File: config.mk
export PLATFORM = sky130hd
export DESIGN_NAME = seq_divider
export DESIGN_NICKNAME = d
export VERILOG_FILES = /design/src/rtl/alu_pkg.sv /design/src/rtl/seq_divider.sv
export SDC_FILE = /design/constraint.sdc
export NUM_CORES = 1
export LEC_CHECK = 0
export ABC_AREA = 1
export CORE_MARGIN = 2
export CORE_UTILIZATION = 52
export CTS_BUF_LIST = sky130_fd_sc_hd__clkbuf_2 sky130_fd_sc_hd__clkbuf_4 sky130_fd_sc_hd__clkbuf_8
export DETAILED_ROUTE_END_ITERATION = 10
export GPL_TIMING_DRIVEN = 0
export MAX_ROUTING_LAYER = met4
export PLACE_DENSITY_LB_ADDON = 0.2
export SLEW_MARGIN = 20
export SYNTH_ARGS = -nofsm -noshare
export SYNTH_HDL_FRONTEND = slang
export SYNTH_SLANG_ARGS = --single-unit
File: constraint.sdc
create_clock -name clk -period 2.45 [get_ports clk]
set_input_delay 0.6125 -clock clk [delete_from_list [all_inputs] [get_ports clk]]
set_output_delay 0.6125 -clock clk [all_outputs]
set_load 0.01 [all_outputs]
File: src/rtl/alu_pkg.sv
// Shared ALU command encodings and the divider state encoding.
//   FUNCT_ADD / FUNCT_SUB / FUNCT_NOP : ALU Funct codes
//   div_state_e                       : seq_divider FSM states
package alu_pkg;

    localparam int unsigned DATA_W  = 32;
    localparam int unsigned FUNCT_W = 6;

    localparam logic [FUNCT_W-1:0] FUNCT_ADD = 6'b001001;
    localparam logic [FUNCT_W-1:0] FUNCT_SUB = 6'b001010;
    localparam logic [FUNCT_W-1:0] FUNCT_NOP = 6'b000000;

    typedef enum logic [2:0] {
        ST_IDLE  = 3'd0,
        ST_NEG_A = 3'd1,
        ST_NEG_B = 3'd2,
        ST_ITER  = 3'd3,
        ST_FIX_Q = 3'd4,
        ST_FIX_R = 3'd5,
        ST_DONE  = 3'd6
    } div_state_e;

endpackage

File: src/rtl/seq_divider.sv
// Sequential restoring divider (signed/unsigned) using an external ALU.
//   clk, rst (sync, active-high)
//   start, signed_op, dividend, divisor : request, sampled in IDLE
//   busy, done, quotient, remainder, div_by_zero : status/results
//   alu_src1, alu_src2, alu_funct : registered ALU command
//   alu_result, alu_carry         : ALU response, same cycle
module seq_divider
    import alu_pkg::*;
#(
    parameter int unsigned WIDTH = 32
) (
    input  logic               clk,
    input  logic               rst,
    input  logic               start,
    input  logic               signed_op,
    input  logic [WIDTH-1:0]   dividend,
    input  logic [WIDTH-1:0]   divisor,
    output logic               busy,
    output logic               done,
    output logic [WIDTH-1:0]   quotient,
    output logic [WIDTH-1:0]   remainder,
    output logic               div_by_zero,
    output logic [WIDTH-1:0]   alu_src1,
    output logic [WIDTH-1:0]   alu_src2,
    output logic [FUNCT_W-1:0] alu_funct,
    input  logic [WIDTH-1:0]   alu_result,
    input  logic               alu_carry
);

    localparam int unsigned CNT_W = 6;
    localparam logic [CNT_W-1:0] CNT_LAST = CNT_W'(WIDTH - 1);

    div_state_e       r_state, w_state_nxt;
    logic [WIDTH-1:0] r_q, w_q_nxt;       // dividend magnitude, then quotient
    logic [WIDTH-1:0] r_r, w_r_nxt;       // partial remainder
    logic [WIDTH-1:0] r_b, w_b_nxt;       // divisor magnitude
    logic [CNT_W-1:0] r_cnt, w_cnt_nxt;
    logic             r_signed, w_signed_nxt;
    logic             r_sign_a, w_sign_a_nxt;
    logic             r_sign_b, w_sign_b_nxt;

    logic [WIDTH-1:0]   w_quot_nxt, w_rem_nxt, w_src1_nxt, w_src2_nxt;
    logic [FUNCT_W-1:0] w_funct_nxt;
    logic               w_dbz_nxt, w_busy_nxt, w_done_nxt;
    logic [WIDTH-1:0]   w_shift;
    logic               w_take;

    // State and data registers, including all outputs.
    always_ff @(posedge clk) begin
        if (rst) begin
            r_state     <= ST_IDLE;
            r_q         <= '0;
            r_r         <= '0;
            r_b         <= '0;
            r_cnt       <= '0;
            r_signed    <= 1'b0;
            r_sign_a    <= 1'b0;
            r_sign_b    <= 1'b0;
            busy        <= 1'b0;
            done        <= 1'b0;
            quotient    <= '0;
            remainder   <= '0;
            div_by_zero <= 1'b0;
            alu_src1    <= '0;
            alu_src2    <= '0;
            alu_funct   <= FUNCT_NOP;
        end else begin
            r_state     <= w_state_nxt;
            r_q         <= w_q_nxt;
            r_r         <= w_r_nxt;
            r_b         <= w_b_nxt;
            r_cnt       <= w_cnt_nxt;
            r_signed    <= w_signed_nxt;
            r_sign_a    <= w_sign_a_nxt;
            r_sign_b    <= w_sign_b_nxt;
            busy        <= w_busy_nxt;
            done        <= w_done_nxt;
            quotient    <= w_quot_nxt;
            remainder   <= w_rem_nxt;
            div_by_zero <= w_dbz_nxt;
            alu_src1    <= w_src1_nxt;
            alu_src2    <= w_src2_nxt;
            alu_funct   <= w_funct_nxt;
        end
    end

    // Next-state, datapath update, and the ALU command for the next cycle.
    always_comb begin
        w_state_nxt  = r_state;
        w_q_nxt      = r_q;
        w_r_nxt      = r_r;
        w_b_nxt      = r_b;
        w_cnt_nxt    = r_cnt;
        w_signed_nxt = r_signed;
        w_sign_a_nxt = r_sign_a;
        w_sign_b_nxt = r_sign_b;
        w_quot_nxt   = quotient;
        w_rem_nxt    = remainder;
        w_dbz_nxt    = div_by_zero;
        w_src1_nxt   = '0;
        w_src2_nxt   = '0;
        w_funct_nxt  = FUNCT_NOP;

        // R[31] shifted out means S >= 2^32 > |B|, so the subtract always fits.
        w_shift = {r_r[WIDTH-2:0], r_q[WIDTH-1]};
        w_take  = r_r[WIDTH-1] | ~alu_carry;

        case (r_state)
            ST_IDLE: begin
                if (start) begin
                    w_signed_nxt = signed_op;
                    w_sign_a_nxt = dividend[WIDTH-1];
                    w_sign_b_nxt = divisor[WIDTH-1];
                    w_q_nxt      = dividend;
                    w_r_nxt      = '0;
                    w_b_nxt      = divisor;
                    w_dbz_nxt    = 1'b0;
                    if (divisor == '0) begin
                        w_state_nxt = ST_DONE;
                        w_quot_nxt  = '1;
                        w_rem_nxt   = dividend;
                        w_dbz_nxt   = 1'b1;
                    end else begin
                        w_state_nxt = ST_NEG_A;
                    end
                end
            end
            ST_NEG_A: begin
                if (r_signed & r_sign_a) w_q_nxt = alu_result;
                w_state_nxt = ST_NEG_B;
            end
            ST_NEG_B: begin
                if (r_signed & r_sign_b) w_b_nxt = alu_result;
                w_cnt_nxt   = '0;
                w_state_nxt = ST_ITER;
            end
            ST_ITER: begin
                if (w_take) begin
                    w_r_nxt = alu_result;
                    w_q_nxt = {r_q[WIDTH-2:0], 1'b1};
                end else begin
                    w_r_nxt = w_shift;
                    w_q_nxt = {r_q[WIDTH-2:0], 1'b0};
                end
                w_cnt_nxt = r_cnt + CNT_W'(1);
                if (r_cnt == CNT_LAST) w_state_nxt = ST_FIX_Q;
            end
            ST_FIX_Q: begin
                if (r_signed & (r_sign_a ^ r_sign_b)) w_q_nxt = alu_result;
                w_state_nxt = ST_FIX_R;
            end
            ST_FIX_R: begin
                if (r_signed & r_sign_a) w_r_nxt = alu_result;
                w_quot_nxt  = r_q;
                w_rem_nxt   = w_r_nxt;
                w_state_nxt = ST_DONE;
            end
            ST_DONE: w_state_nxt = ST_IDLE;
            default: w_state_nxt = ST_IDLE;
        endcase

        // ALU operands are registered, so they are prepared from next values.
        case (w_state_nxt)
            ST_NEG_A: begin
                w_funct_nxt = FUNCT_SUB;
                w_src2_nxt  = w_q_nxt;
            end
            ST_NEG_B: begin
                w_funct_nxt = FUNCT_SUB;
                w_src2_nxt  = w_b_nxt;
            end
            ST_ITER: begin
                w_funct_nxt = FUNCT_SUB;
                w_src1_nxt  = {w_r_nxt[WIDTH-2:0], w_q_nxt[WIDTH-1]};
                w_src2_nxt  = w_b_nxt;
            end
            ST_FIX_Q: begin
                w_funct_nxt = FUNCT_SUB;
                w_src2_nxt  = w_q_nxt;
            end
            ST_FIX_R: begin
                w_funct_nxt = FUNCT_SUB;
                w_src2_nxt  = w_r_nxt;
            end
            default: w_funct_nxt = FUNCT_NOP;
        endcase

        w_busy_nxt = (w_state_nxt != ST_IDLE);
        w_done_nxt = (w_state_nxt == ST_DONE);
    end

endmodule

Word-level counts from Yosys, hierarchy flattened
Cells that the tools add are included.
Storage, ports and cells
  bits in latches: 0
  RAM bits: 0
  bits in registers: 245
  memories: 0
  output and inout bits: 137
  memory bits (read-only): 0
  word-level logic and storage cells: 75
Operators by class
  bitwise operators: 7
  $add $sub $neg: 1
  magnitude comparators: 0
  $mul: 0
  reductions and logical operators: 11
  div/mod/pow operators: 0
  equality and inequality tests: 14
  shift operators: 0
  mux-type cells: 26
Operators with widths (count)
  32-bit two-way mux: 12
  32-bit case mux with 2 select lines: 3
  32-bit case mux with 3 select lines: 2
  32-bit case mux with 4 select lines: 1
  32-bit zero test: 1
  3-bit case mux with 6 select lines: 1
  3-bit == test (second input constant): 5
  3-bit by 2-bit == test with 1-bit output (second input constant): 4
  6-bit case mux with 2 select lines: 1
  3-bit two-way mux: 3
  6-bit by 1-bit adder with 6-bit output (second input constant): 1
  3-bit by 1-bit == test with 1-bit output (second input constant): 2
  6-bit by 5-bit == test with 1-bit output (second input constant): 1
  2-bit OR reduction: 3
  5-bit OR reduction: 1
  4-bit two-way mux: 1
  2-bit inequality test (second input constant): 2
  2-bit nonzero test: 2
  1-bit bitwise AND: 3
  3-bit zero test: 1
  3-bit AND reduction: 1
  3-bit nonzero test: 1
  1-bit two-way mux: 2
  1-bit inverter: 2
  other kinds (3): 3

Depth between registers and ports, before layout
  word-level depth: 7
  gate-level depth with buffers: 12

Least setup slack after synthesis
Ideal clock, no wire load.
  path type: input -> register
  from: in divisor[25]
  to: reg remainder[10]
  path buffers: 1
  path slack: 742 ps
  library setup time: 113 ps
  cell stages on the path: 11
  arrival time: 1596 ps
  cell sequence: nor2_1 nand2_1 nor2_1 nand2_1 nor2_1 nand2_4 nand2_2 inv_2 buf_6 nor2_1 nor2_1
Between the ends
  word-level cells in the longest chain between the ends: 3
RTL lines
  start: declaration: RTL line seq_divider.sv:17  | input logic [WIDTH-1:0] divisor,
  32-bit zero test: RTL line seq_divider.sv:118  | if (divisor == '0) begin
  2-bit inequality test (no source line)
  3-bit AND reduction (no source line)
  end signal: assignment: RTL line seq_divider.sv:79  | remainder <= w_rem_nxt;
  end: declaration: RTL line seq_divider.sv:21  | output logic [WIDTH-1:0] remainder,
Every way passes these cells.
A chain may end at the register's enable or synchronous reset.

Worst setup path in the final report
  from: in divisor[3]
  to: reg remainder[20]
The elaborated chain is that of the path after synthesis.

==> impl_metrics.toml <==
[status]
status = "finished, final reports clean"

[cts]
cts_root_buf = "clkbuf_8"
clk_path_buf_depth = 3
htreeDepth = 2
insertion_delay_ns = 0.58
clkTransAtPathRegs_ns = 0.06
cts_tree = "built"
clock_sinks = 240
cts_buffers = 43

[timing]
finalMaxSlewViolations = 0
max_freq_mhz = 417
setup_viol = 0
finalHoldViolations = 0
rsz0062_at_grt = "no"
timing.final.crit_share_pct = 97.8
period_needed_ns = 2.40
worstMarginPinSlew_ns = 0.923
skew_ns = 0.0224
max_slew_margin_pct = 38.4

[yosys]
avgSynthCellArea_sq_um = 6.37
yosysWarnings = 0
netlist_instances = 2070
ys_ff_latch = 240
synth-edff-count = 0
async_flop_share_pct = 0
yosysSeqAreaShare_pct = 36.4
synth_area_sq_um = 13200
ys_types = 35
synth_flop_cell = "dfxtp_1"

[detailed_routing]
remaining_drc_errors = 0
drt_iter0_drc = 2285
via_per_inst = 5.89
wirelength_um = 56600
via_count = 16000
wl_per_cell_um = 20.9
firstDrtPassIters = 6
ant_nets = 0

[critical_path]
cp_slowest_cell = "clkdlybuf4s50_1"
crit_fanout = 10
required_ns = 2.92
setup.worst_path.end_class = "register"
path_class = "input port to register"
cp_num_buf_inv = 3
crit_arrival_ns = 2.87
start_kind = "input port"
worstPathCellList = "clkdlybuf4s50_1, nor2_1, nand3_1, nor2_1, nand2_1, nor2_2, nand2_4, nand2_4, inv_2, buf_6, nor2_1, nor2_1"
cp_top_family = "simple AND/OR/NAND/NOR gates"
crit_top_cell = "nor2_1"
critPathMaxStageDelay_ns = 0.47

[power]
p_leak_nw = 7.71
irDropWorstVdd_uv = 670
fin_total_pwr_mw = 10.3
p_per_area_nw_per_um2 = 613

[placement]
place_congestion = 1.03
port_buffers = 232
dp_hpwl_um = 40800
placed_area_sq_um = 15900

[layout]
layout.nets = 2452
final_area_sq_um = 16800
n_fill_cell = 2281
antennaDiodeCount = 0
area_growth_pct = 27.7
drive_gt1_share_pct = 8.37

[floorplan]
num_rows = 58
die_y_um = 163
core_sq_um = 25000
initial_utilization_pct = 52.7
die_w_um = 163
dieArea_sq_um = 26600
pin_count = 238

[global_routing]
grt_pass1_wl_um = 84900
antenna_found_initial = 0
grt-ovfl-total = 0
track_usage_pct = 42.8
grt_max_degree = 12
grt_pass1_vias = 15100

[worst_hold_path]
hp-class = "register to register"

[job]
cap_viol_max_count = 0
## Yosys cell counts, types with 2 or more instances
cell	instances	area, sq um
nand2_1	657	2470
dfxtp_1	240	4800
nor2_1	215	807
inv_1	160	601
a21oi_1	137	686
o21ai_0	137	686
nand3_1	108	541
nand4_1	95	594
buf_2	74	370
clkbuf_1	52	195
nand3b_1	32	240
o211ai_1	32	240
and2_1	31	194
a21boi_1	30	225
buf_4	17	128
buf_1	7	26.3
inv_2	6	22.5
buf_6	5	56.3
nand2_2	5	31.3
o21ai_1	5	25.0
nand3_2	4	40.0
nand2_4	3	33.8
nor2_4	3	33.8
a221oi_1	2	17.5
nor3_1	2	10.0
o21ai_2	2	17.5
## through the flow
stage | utilization [%] | hold slack (ns) | setup slack [ns] | TNS (ns) | instances
2_1_floorplan | - | 0.436 | 0.742 | 0 | 2073
3_3_place_gp | 63.6 | 0.452 | -0.586 | -48.08 | 2635
3_5_place_dp | 63.6 | 0.461 | -0.609 | -51.39 | 2635
4_1_cts | 67.2 | 0.471 | 0.0684 | 0 | 2708
5_1_grt | 67.2 | 0.497 | 0.0172 | 0 | 2708
6_report | 67.2 | 0.470 | 0.0535 | 0 | 2708
## worst register-to-register path, cell delays in order (launching register included)
cell and delay [ns]:
dfxtp_1 0.30, buf_2 0.15, buf_4 0.22, clkbuf_1 0.59, nand4_1 0.27, nand3_1 0.15
nand4_1 0.15, nand2_1 0.13, a21oi_1 0.07
## worst paths after layout
check / start / endpoint / slack [ns] / cells past startpoint
worst max-delay path: divisor[3] / remainder[20] / 0.05 / 12
worst min-delay path: r_cnt[5] / r_cnt[5] / 0.47 / 1
worst max register to register: r_signed / alu_src2[3] / 0.27 / 8
worst min register to register: r_cnt[5] / r_cnt[5] / 0.47 / 1
## routing by layer
metal	track usage, %	share of wire [%]	up-vias
met5	-	0	-
met4	22.4	5.3	0
met3	10.9	13	242
met2	63.6	43	1217
met1	53.5	39	7249
li1	-	-	7243
## cell usage in the layout, fill, tap and decap left out, drive strengths merged
cell type        n
nand2          665
dfxtp          240
clkdlybuf4s50  232
nor2           219
inv            169
o21ai          144
a21oi          137
clkbuf         119
nand3          112
buf            103
nand4           95
o211ai          32
nand3b          32
and2            31
a21boi          31
conb             4
nor3             4
clkinv           3
a221oi           2
a211oi           1
ha               1
clkinvlp         1
bufinv           1
## kinds of logic after synthesis
group	count (synthesis)	share of synthesized area (%)
fa+ha+maj	1	0.0949
buf+inv	323	10.7
compound gates	347	14.5
simple gates	1158	38.2
flops	240	36.4
other cells	1	0.0284
## registers in the layout, indices dropped and copies added (netlist names)
name / cells
alu_src1: 32
div_by_zero: 1
r_r: 32
r_b: 32
r_cnt: 6
r_state: 3
alu_src2: 32
r_signed: 1
quotient: 32
alu_funct: 1
busy: 1
r_sign_a: 1
remainder: 32
done: 1
r_sign_b: 1
r_q: 32
## timing repair
item,4_1_cts,5_1_grt
hold buffers,0,0
buffers inserted,0,0
endpoints found under the setup margin,2,34
resized for setup,1,3
## power breakdown
group	internal (mW)	switching, mW
Combinational	0.704	1.41
Clock	2.24	1.78
Sequential	4.07	0.116
## layout make-up
| type | instances | area, sq um | share of cell area (%) |
|---|---|---|---|
| plain buffers | 155 | 776 | 4.61 |
| clock buffers | 67 | 828 | 4.92 |
| clock inverters | 6 | 61.3 | 0.364 |
| inverters | 168 | 638 | 3.79 |
| multi-input cells | 1510 | 6990 | 41.5 |
| flip-flops and latches | 240 | 4800 | 28.5 |
| well taps | 330 | 413 | 2.45 |
| repair buffers | 232 | 2320 | 13.8 |
Note: power is estimated with default switching activity, not from simulation.
